==> src/rtl/ddr3_arb_pkg.sv <==
// Shared state encoding, default widths and round-robin helper for the DDR3
// burst-port arbiter.
package ddr3_arb_pkg;

   typedef enum logic [1:0] {
      IDLE  = 2'd0,
      ARB   = 2'd1,
      ISSUE = 2'd2
   } arb_state_e;

   localparam int DEF_NUM_PORTS = 4;
   localparam int DEF_ADDR_W    = 28;
   localparam int DEF_LEN_W     = 10;
   localparam int DEF_TIMEOUT   = 4096;
   localparam int PORT_IDX_W    = 3;

   // Wraps with a compare so NUM_PORTS need not be a power of two.
   function automatic logic [PORT_IDX_W-1:0] rr_next(input logic [PORT_IDX_W-1:0] idx,
                                                      input int num_ports);
      return (int'(idx) >= num_ports - 1) ? 3'd0 : idx + 3'd1;
   endfunction

endpackage

==> src/rtl/ddr3_rr_pick.sv <==
// Combinational round-robin search: first set request at or after ptr,
// wrapping to the lowest index when nothing above ptr is requesting.
module ddr3_rr_pick
   import ddr3_arb_pkg::*;
#(
   parameter int NUM_PORTS = DEF_NUM_PORTS
)(
   input  logic [NUM_PORTS-1:0]  req,
   input  logic [PORT_IDX_W-1:0] ptr,
   output logic [NUM_PORTS-1:0]  onehot,
   output logic [PORT_IDX_W-1:0] idx,
   output logic                  valid
);

   logic [NUM_PORTS-1:0] upper;

   always_comb begin
      upper = '0;
      for (int i = 0; i < NUM_PORTS; i++) begin
         upper[i] = req[i] && (i >= int'(ptr));
      end
   end

   // Descending scans leave the lowest set bit standing; the second scan lets
   // requests at/after ptr override the wrapped-around winner.
   always_comb begin
      onehot = '0;
      idx    = '0;
      valid  = 1'b0;
      for (int i = NUM_PORTS - 1; i >= 0; i--) begin
         if (req[i]) begin
            onehot    = '0;
            onehot[i] = 1'b1;
            idx       = PORT_IDX_W'(i);
            valid     = 1'b1;
         end
      end
      for (int i = NUM_PORTS - 1; i >= 0; i--) begin
         if (upper[i]) begin
            onehot    = '0;
            onehot[i] = 1'b1;
            idx       = PORT_IDX_W'(i);
         end
      end
   end

endmodule

==> src/rtl/ddr3_port_arbiter.sv <==
// Grants the shared DDR3 burst-command interface to one requester at a time:
// round-robin with an urgent class, plus a per-burst timeout watchdog.
module ddr3_port_arbiter
   import ddr3_arb_pkg::*;
#(
   parameter int NUM_PORTS = DEF_NUM_PORTS,
   parameter int ADDR_W    = DEF_ADDR_W,
   parameter int LEN_W     = DEF_LEN_W,
   parameter int TIMEOUT   = DEF_TIMEOUT
)(
   input  logic                          clk,
   input  logic                          rst_n,
   input  logic                          ddr3_init_done,
   input  logic [NUM_PORTS-1:0]          port_req,
   input  logic [NUM_PORTS-1:0]          port_urgent,
   input  logic [NUM_PORTS-1:0]          port_wr,
   input  logic [NUM_PORTS*ADDR_W-1:0]   port_addr,
   input  logic [NUM_PORTS*LEN_W-1:0]    port_len,
   output logic [NUM_PORTS-1:0]          port_grant,
   output logic [NUM_PORTS-1:0]          port_done,
   output logic [NUM_PORTS-1:0]          port_err,
   output logic                          wd_req,
   output logic [ADDR_W-1:0]             wd_addr,
   output logic [LEN_W-1:0]              wd_len,
   input  logic                          wd_finish,
   output logic                          rd_req,
   output logic [ADDR_W-1:0]             rd_addr,
   output logic [LEN_W-1:0]              rd_len,
   input  logic                          rd_finish,
   output logic                          busy,
   output logic [2:0]                    cur_port
);

   localparam int CNT_W = $clog2(TIMEOUT + 1);

   arb_state_e               state_q, state_d;
   logic [NUM_PORTS-1:0]     cand, pick_onehot;
   logic [PORT_IDX_W-1:0]    pick_idx;
   logic                     pick_valid;
   logic                     sel_wr;
   logic [ADDR_W-1:0]        sel_addr;
   logic [LEN_W-1:0]         sel_len;

   logic [NUM_PORTS-1:0]     grant_q, grant_d, done_d, err_d;
   logic                     wd_req_q, wd_req_d, rd_req_q, rd_req_d;
   logic [PORT_IDX_W-1:0]    ptr_q, ptr_d, cur_q;
   logic                     wr_q;
   logic [ADDR_W-1:0]        addr_q;
   logic [LEN_W-1:0]         len_q;
   logic [CNT_W-1:0]         cnt_q, cnt_d;
   logic                     latch;
   logic                     dir_finish, timeout_hit;

   // Urgent requesters shadow everyone else while any of them is asking.
   assign cand = (|(port_req & port_urgent)) ? (port_req & port_urgent) : port_req;

   ddr3_rr_pick #(.NUM_PORTS(NUM_PORTS)) u_pick (
      .req    (cand),
      .ptr    (ptr_q),
      .onehot (pick_onehot),
      .idx    (pick_idx),
      .valid  (pick_valid)
   );

   always_comb begin
      sel_wr   = 1'b0;
      sel_addr = '0;
      sel_len  = '0;
      for (int i = 0; i < NUM_PORTS; i++) begin
         if (pick_onehot[i]) begin
            sel_wr   = port_wr[i];
            sel_addr = port_addr[i*ADDR_W +: ADDR_W];
            sel_len  = port_len[i*LEN_W +: LEN_W];
         end
      end
   end

   assign dir_finish  = wr_q ? wd_finish : rd_finish;
   assign timeout_hit = (cnt_q == CNT_W'(TIMEOUT - 1));

   // NOTE: sequential state uses non-blocking assignments so every flop
   // samples pre-edge values regardless of process evaluation order.
   always_ff @(posedge clk or negedge rst_n) begin
      if (!rst_n) state_q <= IDLE;
      else        state_q <= state_d;
   end

   always_comb begin
      state_d = state_q;
      if (!ddr3_init_done) begin
         state_d = IDLE;
      end else begin
         case (state_q)
            IDLE:    state_d = ARB;
            ARB:     if (pick_valid && sel_len != '0) state_d = ISSUE;
            ISSUE:   if (dir_finish || timeout_hit) state_d = ARB;
            default: state_d = IDLE;
         endcase
      end
   end

   // NOTE: every signal gets a default before the case so no latch is inferred.
   always_comb begin
      grant_d  = '0;
      done_d   = '0;
      err_d    = '0;
      wd_req_d = 1'b0;
      rd_req_d = 1'b0;
      ptr_d    = ptr_q;
      cnt_d    = '0;
      latch    = 1'b0;
      if (ddr3_init_done) begin
         case (state_q)
            ARB: begin
               if (pick_valid) begin
                  latch = 1'b1;
                  if (sel_len == '0) begin
                     done_d = pick_onehot;
                     ptr_d  = rr_next(pick_idx, NUM_PORTS);
                  end else begin
                     grant_d  = pick_onehot;
                     wd_req_d = sel_wr;
                     rd_req_d = !sel_wr;
                  end
               end
            end
            ISSUE: begin
               if (dir_finish) begin
                  done_d = grant_q;
                  ptr_d  = rr_next(cur_q, NUM_PORTS);
               end else if (timeout_hit) begin
                  err_d  = grant_q;
                  ptr_d  = rr_next(cur_q, NUM_PORTS);
               end else begin
                  grant_d  = grant_q;
                  wd_req_d = wr_q;
                  rd_req_d = !wr_q;
                  cnt_d    = cnt_q + CNT_W'(1);
               end
            end
            default: ;
         endcase
      end
   end

   always_ff @(posedge clk or negedge rst_n) begin
      if (!rst_n) begin
         grant_q   <= '0;
         port_done <= '0;
         port_err  <= '0;
         wd_req_q  <= 1'b0;
         rd_req_q  <= 1'b0;
         ptr_q     <= '0;
         cnt_q     <= '0;
         wr_q      <= 1'b0;
         addr_q    <= '0;
         len_q     <= '0;
         cur_q     <= '0;
      end else begin
         grant_q   <= grant_d;
         port_done <= done_d;
         port_err  <= err_d;
         wd_req_q  <= wd_req_d;
         rd_req_q  <= rd_req_d;
         ptr_q     <= ptr_d;
         cnt_q     <= cnt_d;
         if (latch) begin
            wr_q   <= sel_wr;
            addr_q <= sel_addr;
            len_q  <= sel_len;
            cur_q  <= pick_idx;
         end
      end
   end

   assign port_grant = grant_q;
   assign wd_req     = wd_req_q;
   assign rd_req     = rd_req_q;
   assign wd_addr    = addr_q;
   assign rd_addr    = addr_q;
   assign wd_len     = len_q;
   assign rd_len     = len_q;
   assign busy       = (state_q == ISSUE);
   assign cur_port   = cur_q;

endmodule

==> config.mk <==
export PLATFORM = sky130hd
export DESIGN_NAME = ddr3_port_arbiter
export DESIGN_NICKNAME = d
export VERILOG_FILES = /design/src/rtl/ddr3_arb_pkg.sv /design/src/rtl/ddr3_rr_pick.sv /design/src/rtl/ddr3_port_arbiter.sv
export SDC_FILE = /design/constraint.sdc
export NUM_CORES = 1
export LEC_CHECK = 0
export ABC_AREA = 1
export BUFFER_PORTS_ARGS = -buffer_cell sky130_fd_sc_hd__buf_2
export CAP_MARGIN = 20
export CORE_MARGIN = 2
export CORE_UTILIZATION = 40
export CTS_BUF_LIST = sky130_fd_sc_hd__clkbuf_8
export CTS_CLUSTER_DIAMETER = 100
export DETAILED_ROUTE_END_ITERATION = 8
export PLACE_DENSITY = 0.74
export SLEW_MARGIN = 0
export SYNTH_ARGS = -nofsm -noshare
export SYNTH_HDL_FRONTEND = slang
export SYNTH_SLANG_ARGS = --single-unit
==> constraint.sdc <==
create_clock -name clk -period 4.3 [get_ports clk]
set_clock_uncertainty 0.1 [all_clocks]
set_input_delay 0.645 -clock clk [delete_from_list [all_inputs] [get_ports clk]]
set_output_delay 0.645 -clock clk [all_outputs]
set_load 0.02 [all_outputs]
==> run_results.csv, run 1 <==
group,metric,value,unit
outcome,status,"finished clean",
pwr,seqPwrFrac,0.313,
critical_path,cp.required,4.46,ns
worst_hold_path,min_path_type,"input pin to async pin",
critical_path,reg2reg_from,"ptr_q[1]",
pwr,p_int,0.00168,W
pwr,combPwrFrac,0.527,
cells_and_area,nets,981,
pwr,switching_share,0.501,
sta,slew_headroom,0.371,
pwr,vdd_drop_max,0.364,mV
floorplanning,die_area,0.0124,mm^2
routing,avgRoutedWirePerCell,15.6,um
floorplanning,dieWidth,111,um
sta,finalMaxSlewViolations,0,
synthesis,synth_seq_cells,72,
placed_design,port-buffer-count,261,
global_routing,grt_pass1_wl,23600,um
critical_path,startpoint,"port_req[2]",
placed_design,hpwl,11200,um
pwr,power.switching,0.00169,W
pwr,leakage,3.02,nW
clocking,cts_max_path_buffers,2,
floorplanning,die_h,111,um
floorplanning,rows,39,
clocking,clkLatencyLatePin,0.36,ns
synthesis,synth.distinct_cells,39,
global_routing,grt_pass1_vias,4693,
cells_and_area,finalInstanceArea,0.00589,mm^2
critical_path,critPathMaxStageDelay,0.53,ns
sta,hold_viol_final,0,
sta,rsz0062_at_grt,"no",
routing,drt-total-wl,14900,um
pwr,power_frac_clock,0.161,
cells_and_area,drive_gt1_frac,0.398,
critical_path,worstPathArrival,3.12,ns
global_routing,grt_overflow_total,0,
critical_path,crit_chain,"buf_2, nand2_2, nand2_4, nor2_8, nand2_1, nand2_2, nand2_4, nand2_4, nor2_2, nand2_1, inv_1, buf_4, nand2_1, a41oi_1",
synthesis,synthArstFlopShare,1.00,
routing,drc,0,
critical_path,worstSetupPathType,"input pin to register",
synthesis,syn_nets,772,
routing,viasPerCell,5.16,
synthesis,syn_inst,597,
routing,dr.pass1.iters,5,
sta,final.period_utilization,0.687,
sta,fmax,338,MHz
synthesis,seq_area_frac_synth,0.392,
global_routing,grt_max_degree,73,
routing,ant_nets,0,
synthesis,synth.cell_area,0.00460,mm^2
floorplanning,core_area,0.0113,mm^2
critical_path,critPathCaptureType,"register",
global_routing,grt_antenna_before_repair,0,
clocking,cts_tree,"yes",
pwr,power_density,573,mW/mm^2
clocking,cts_sinks,72,
sta,setup_viol,0,
placed_design,place_congestion,0.944,
cells_and_area,antenna_cells,0,
critical_path,cpMaxStageDelayCell,"inv_1",
sta,layout_min_cycle_time,2.96,ns
clocking,cts_resized,0,
synthesis,ys_dominant_reg_cell,"dfrtp_1",
critical_path,startpoint_type,"input pin",
clocking,htree_levels,3,
cells_and_area,syn_to_final_growth,28.1,%
routing,drt_iter0_markers,452,
synthesis,ys_warn_count,0,
floorplanning,initial_core_util,0.406,
critical_path,crit_fanout,18,
clocking,clk_pin_slew_worst_paths,0.09,ns
pwr,power,0.00337,W
clocking,cts_setup_buffers,0,
synthesis,synth.avg_cell_area,7.71,um^2
clocking,root_buffer,"clkbuf_8",
placed_design,placed_cell_area,0.00570,mm^2
synthesis,synth_edf_count,0,
flow_run,drv_cap,0,
sta,fin_setup_tns,0,ns
sta,worst_slew_pin_slew,0.944,ns
floorplanning,io_pins,263,
clocking,postCtsHoldBufs,0,
global_routing,track_usage,0.238,
routing,vias,4925,
clocking,cts_buffers,9,
==> final cells by class <==
type	instances	area (um^2)
multi-input combinational	423	2250
tap	143	179
timing repair buffer	266	1350
clock buffer	9	124
fill	1145	5430
inverter	34	128
sequential	72	1800
clock inverter	7	66.3
==> state kept, by name (all words and copies together) (netlist names) <==
signal      flops
rd_addr        28
cnt_q          13
rd_len         10
port_done       4
port_err        4
port_grant      4
cur_port        2
ptr_q           2
state_q         2
rd_req          1
wd_req          1
wr_q            1
==> layout by cell type, fill, tap and decap left out, types with 2 or more instances in the layout <==
master	Yosys	final
clkbuf_8	0	9
nand2_4	8	8
inv_8	0	2
nor2_4	0	2
o21bai_1	2	2
nor2_8	2	2
a21oi_1	40	40
nand2_1	167	167
buf_4	40	6
dfrtp_1	72	72
a22oi_1	9	9
nand3_2	6	6
nor3b_1	2	2
o22ai_1	4	4
nand4_2	2	2
xor2_1	3	3
nor3_1	7	7
nor2_1	57	56
a31oi_1	11	11
a41oi_1	19	19
inv_6	0	5
inv_2	2	2
nor2_2	5	4
buf_2	1	260
nand2_2	11	11
nand3_1	34	34
inv_1	32	32
nand4_1	15	15
ha_1	6	6
o21ai_0	2	2
==> power by group through the flow <==
stage,registers (W),clock network (W),logic [W]
after floorplan,0.00127,0,0.00117
after global placement,0.00106,0,0.00177
after detailed placement,0.00106,0,0.00178
after CTS,0.00105,0.000559,0.00178
after global routing,0.00108,0.000590,0.00193
final,0.00105,0.000543,0.00178
==> metal layers <==
metal	global-route usage	up-vias	routed length (um)
met1	0.320	2291	6250
met2	0.396	238	7260
met3	0.0421	23	1190
li1	-	2373	-
met4	0.0642	0	197
met5	0	-	0
==> worst max-delay path: cells and delay by family <==
kind	cells	cell delay (ns)
buffers and inverters	3	0.95
AOI/OAI and AO/OA	1	0.23
and+or+nand+nor	10	1.27
==> cell families (layout without fill, tap and decap cells) <==
family,Yosys count,in the layout,share of synthesized area
simple gates,321,321,0.333
buf+inv,102,316,0.123
other cells,1,1,0.000815
compound gates,91,91,0.128
flops,72,72,0.392
fa+ha+maj,6,6,0.0163
xor+xnor,4,4,0.00762
==> final timing paths <==
check / end / cells after the start / slack (ns)
worst min register to register: cnt_q[0] / 1 / 0.37
max in group asynchronous: rd_addr[11] / 1 / 3.14
min in group clk: cnt_q[0] / 1 / 0.37
worst max-delay path: rd_addr[24] / 14 / 1.34
worst max register to register: rd_addr[24] / 9 / 1.66
worst min-delay path: rd_addr[19] / 1 / 0.32
==> per-stage QoR <==
| step | hold WS [ns] | utilization | std cells | setup slack (ns) |
|---|---|---|---|---|
| after floorplan | 0.249 | - | 597 | 1.90 |
| after global placement | 0.352 | 0.504 | 938 | 1.07 |
| after detailed placement | 0.359 | 0.504 | 938 | 0.955 |
| after CTS | 0.359 | 0.520 | 954 | 1.35 |
| after global routing | 0.406 | 0.520 | 954 | 1.11 |
| final | 0.316 | 0.520 | 954 | 1.34 |
==> synthesized netlist by cell type, drive strengths merged (2+ instances only) <==
master / number / area [um^2]
a21oi: 40 / 200
nor2: 64 / 285
nand3: 40 / 230
o21ai: 4 / 31.3
buf: 45 / 350
a31oi: 11 / 68.8
nor3b: 2 / 15.0
ha: 6 / 75.1
xor2: 3 / 26.3
nand3b: 2 / 27.5
clkbuf: 23 / 86.3
o21bai: 2 / 15.0
dfrtp: 72 / 1800
nand2: 186 / 786
a22oi: 9 / 67.6
o22ai: 4 / 25.0
nor3: 7 / 35.0
inv: 34 / 128
nand4: 18 / 140
a41oi: 19 / 166
No activity file was read; power rests on OpenSTA's default activity.
==> run 2: changes to the inputs <==
--- a/config.mk
+++ b/config.mk
@@ -5,7 +5,7 @@
 export SDC_FILE = /design/constraint.sdc
 export NUM_CORES = 1
 export LEC_CHECK = 0
-export ABC_AREA = 1
+export ABC_AREA = 0
 export BUFFER_PORTS_ARGS = -buffer_cell sky130_fd_sc_hd__buf_2
 export CAP_MARGIN = 20
 export CORE_MARGIN = 2
@@ -13,7 +13,7 @@
 export CTS_BUF_LIST = sky130_fd_sc_hd__clkbuf_8
 export CTS_CLUSTER_DIAMETER = 100
 export DETAILED_ROUTE_END_ITERATION = 8
-export PLACE_DENSITY = 0.74
+export PLACE_DENSITY = 0.78
 export SLEW_MARGIN = 0
 export SYNTH_ARGS = -nofsm -noshare
 export SYNTH_HDL_FRONTEND = slang
==> constraint.sdc (replaced) <==
create_clock -name clk -period 2.5 [get_ports clk]
set_clock_uncertainty 0.1 [all_clocks]
set_input_delay 0.375 -clock clk [delete_from_list [all_inputs] [get_ports clk]]
set_output_delay 0.375 -clock clk [all_outputs]
set_load 0.02 [all_outputs]
==> run_results.csv, run 2 <==
group,metric,value,unit
outcome,status,"finished, violations left",
outcome,failed_checks,"negative setup slack",
cells_and_area,nets,933,
synthesis,synth_seq_cells,72,
global_routing,grt_antenna_before_repair,1,
critical_path,r2r_cells,11,
pwr,combPwrFrac,0.585,
routing,dr.pass1.iters,8,
flow_run,drv_cap,0,
pwr,seqPwrFrac,0.273,
pwr,power_density,988,mW/mm^2
critical_path,critPathCaptureType,"register",
synthesis,synth.distinct_cells,62,
cells_and_area,drive_gt1_frac,0.565,
synthesis,ys_warn_count,0,
floorplanning,rows,38,
sta,fmax,342,MHz
synthesis,synth_area_leaders,"dfrtp_1, a222oi_1, buf_4, a21o_1, a21oi_1",
cells_and_area,final_common_cell,"buf_2",
global_routing,track_usage,0.259,
cells_and_area,largest_reg_flops,28,
sta,layout_min_cycle_time,2.92,ns
cells_and_area,antenna_cells,0,
synthesis,syn_inst,472,
critical_path,crit_fanout,6,
placed_design,placed_cells,864,
critical_path,rrSetupSlack,-0.42,ns
cells_and_area,layout_common_cells,"buf_2, dfrtp_1, buf_4",
sta,hold_viol_final,0,
synthesis,yosysTopAreaCellShare,0.407,
cells_and_area,finalInstanceArea,0.00679,mm^2
sta,setup_ws,-0.420,ns
synthesis,synthArstFlopShare,1.00,
routing,viasPerCell,5.67,
clocking,clk_pin_slew_worst_paths,0.09,ns
routing,vias,5117,
critical_path,startpoint,"ptr_q[0]",
pwr,vdd_drop_max,0.630,mV
pwr,leakage,3.55,nW
routing,drc,0,
cells_and_area,fin_cells,903,
synthesis,synth_edf_count,0,
floorplanning,initial_core_util,0.409,
floorplanning,core_area,0.0108,mm^2
critical_path,worstSetupPathType,"register to register",
clocking,cts_buffers,9,
clocking,postCtsHoldBufs,0,
pwr,power.switching,0.00304,W
sta,finalMaxSlewViolations,0,
pwr,switching_share,0.452,
placed_design,port-buffer-count,261,
clocking,clkLatencyLatePin,0.35,ns
pwr,p_int,0.00368,W
floorplanning,dieWidth,109,um
critical_path,reg2reg_from,"ptr_q[0]",
worst_hold_path,min_path_type,"input pin to async pin",
routing,drt_iter0_markers,497,
clocking,htree_levels,3,
sta,rsz0062_at_grt,"yes",
placed_design,placed_cell_area,0.00602,mm^2
cells_and_area,syn_to_final_growth,53.3,%
floorplanning,die_h,109,um
clocking,cts_sinks,72,
critical_path,cp.required,2.64,ns
clocking,cts_tree,"yes",
critical_path,worstPathArrival,3.06,ns
synthesis,synth.avg_cell_area,9.39,um^2
placed_design,hpwl,12200,um
critical_path,startpoint_type,"register",
global_routing,grt_max_degree,73,
sta,setup_viol,17,
synthesis,seq_area_frac_synth,0.407,
routing,ant_nets,0,
synthesis,synth_top_area_cell,"dfrtp_1",
sta,hold-worst-slack,0.0241,ns
synthesis,syn_nets,647,
synthesis,synth.cell_area,0.00443,mm^2
clocking,root_buffer,"clkbuf_8",
sta,slew_headroom,0.407,
placed_design,pre_cts_slack,-0.838,ns
floorplanning,io_pins,263,
synthesis,yosysMostFrequentCell,"dfrtp_1",
clocking,cts_max_path_buffers,2,
sta,worst_slew_pin_slew,0.890,ns
global_routing,grt_pass1_vias,4790,
floorplanning,die_area,0.0119,mm^2
cells_and_area,fillers,889,
synthesis,ys_top_cells_by_count,"dfrtp_1, nand2_1, a21oi_1, buf_4",
global_routing,grt_pass1_wl,23800,um
global_routing,grt_overflow_total,0,
synthesis,ys_dominant_reg_cell,"dfrtp_1",
routing,drt-total-wl,16800,um
pwr,power_frac_clock,0.142,
sta,final.period_utilization,1.17,
placed_design,place_congestion,0.901,
routing,avgRoutedWirePerCell,18.6,um
## run 2: changes by cell type after synthesis, moves of 19 or more
cell / before / now
nand2_1: 167 / 49
nor2_1: 57 / 32
a41oi_1: 19 / 0
a21o_1: 0 / 29
inv_1: 32 / 8
a222oi_1: 0 / 32
nand3_1: 34 / 8
## run 2: power by group through the flow
stage / Sequential (W) / Combinational, W / Clock, W
final: 0.00183 / 0.00393 / 0.000955
after global routing: 0.00188 / 0.00418 / 0.00103
after CTS: 0.00182 / 0.00364 / 0.000972
after detailed placement: 0.00182 / 0.00339 / 0
after global placement: 0.00181 / 0.00333 / 0
after floorplan: 0.00212 / 0.00198 / 0
## run 2: what timing repair did
item	in CTS	in global routing
setup buffers	12	9
endpoints found under the hold margin	0	0
cloned	1	4
gates resized for setup	44	40
setup endpoints to repair	15	42
pin swaps	25	40
## run 2: worst paths after layout
kind,end
max,ptr_q[0]
min,ptr_q[1]
max reg2reg,ptr_q[0]
min reg2reg,rd_len[0]
max in group asynchronous,rd_addr[0]
min in group clk,rd_addr[3]
## run 2: layout make-up
class	instances	area [um^2]	share of cell area
multi-input cells	323	2500	0.369
repair buffers	344	2080	0.306
flip-flops and latches	72	1800	0.266
well taps	140	175	0.0258
clock buffers	9	124	0.0182
clock inverters	7	78.8	0.0116
inverters	8	30.0	0.00442
## run 2: logic make-up after synthesis
group | after synthesis | synth area share
muxes | 14 | 0.0345
AOI/OAI and AO/OA | 164 | 0.277
other | 1 | 0.000846
and+or+nand+nor | 127 | 0.141
DFF | 72 | 0.407
buffers and inverters | 78 | 0.104
adders and majority gates | 6 | 0.0169
xor gates and xnor gates | 10 | 0.0198
## run 2: per-layer routing
| layer | track usage | vias to the layer above | routed length (um) |
|---|---|---|---|
| met5 | 0 | - | 0 |
| met4 | 0.0823 | 0 | 349 |
| met3 | 0.0610 | 31 | 1340 |
| met2 | 0.429 | 280 | 8290 |
| met1 | 0.336 | 2499 | 6780 |
| li1 | - | 2307 | - |
## run 2: stage by stage
stage	power, W	setup TNS, ns	utilization
4_1_cts	0.00642	-2.40	0.599
6_report	0.00671	-3.59	0.627
3_3_place_gp	0.00514	-16.41	0.555
5_1_grt	0.00708	-7.91	0.627
2_1_floorplan	0.00410	-3.47	-
3_5_place_dp	0.00521	-17.51	0.555
## run 2: worst max-delay path, cell delays in order, from the launching register on
cell      delay [ns]
dfrtp_2         0.46
nor2_2          0.13
o2111a_2        0.21
buf_6           0.13
o32ai_4         0.08
buf_6           0.15
a32oi_2         0.17
a21oi_2         0.11
nor4b_4         0.34
nand4_1         0.23
a211oi_2        0.36
mux2_4          0.34
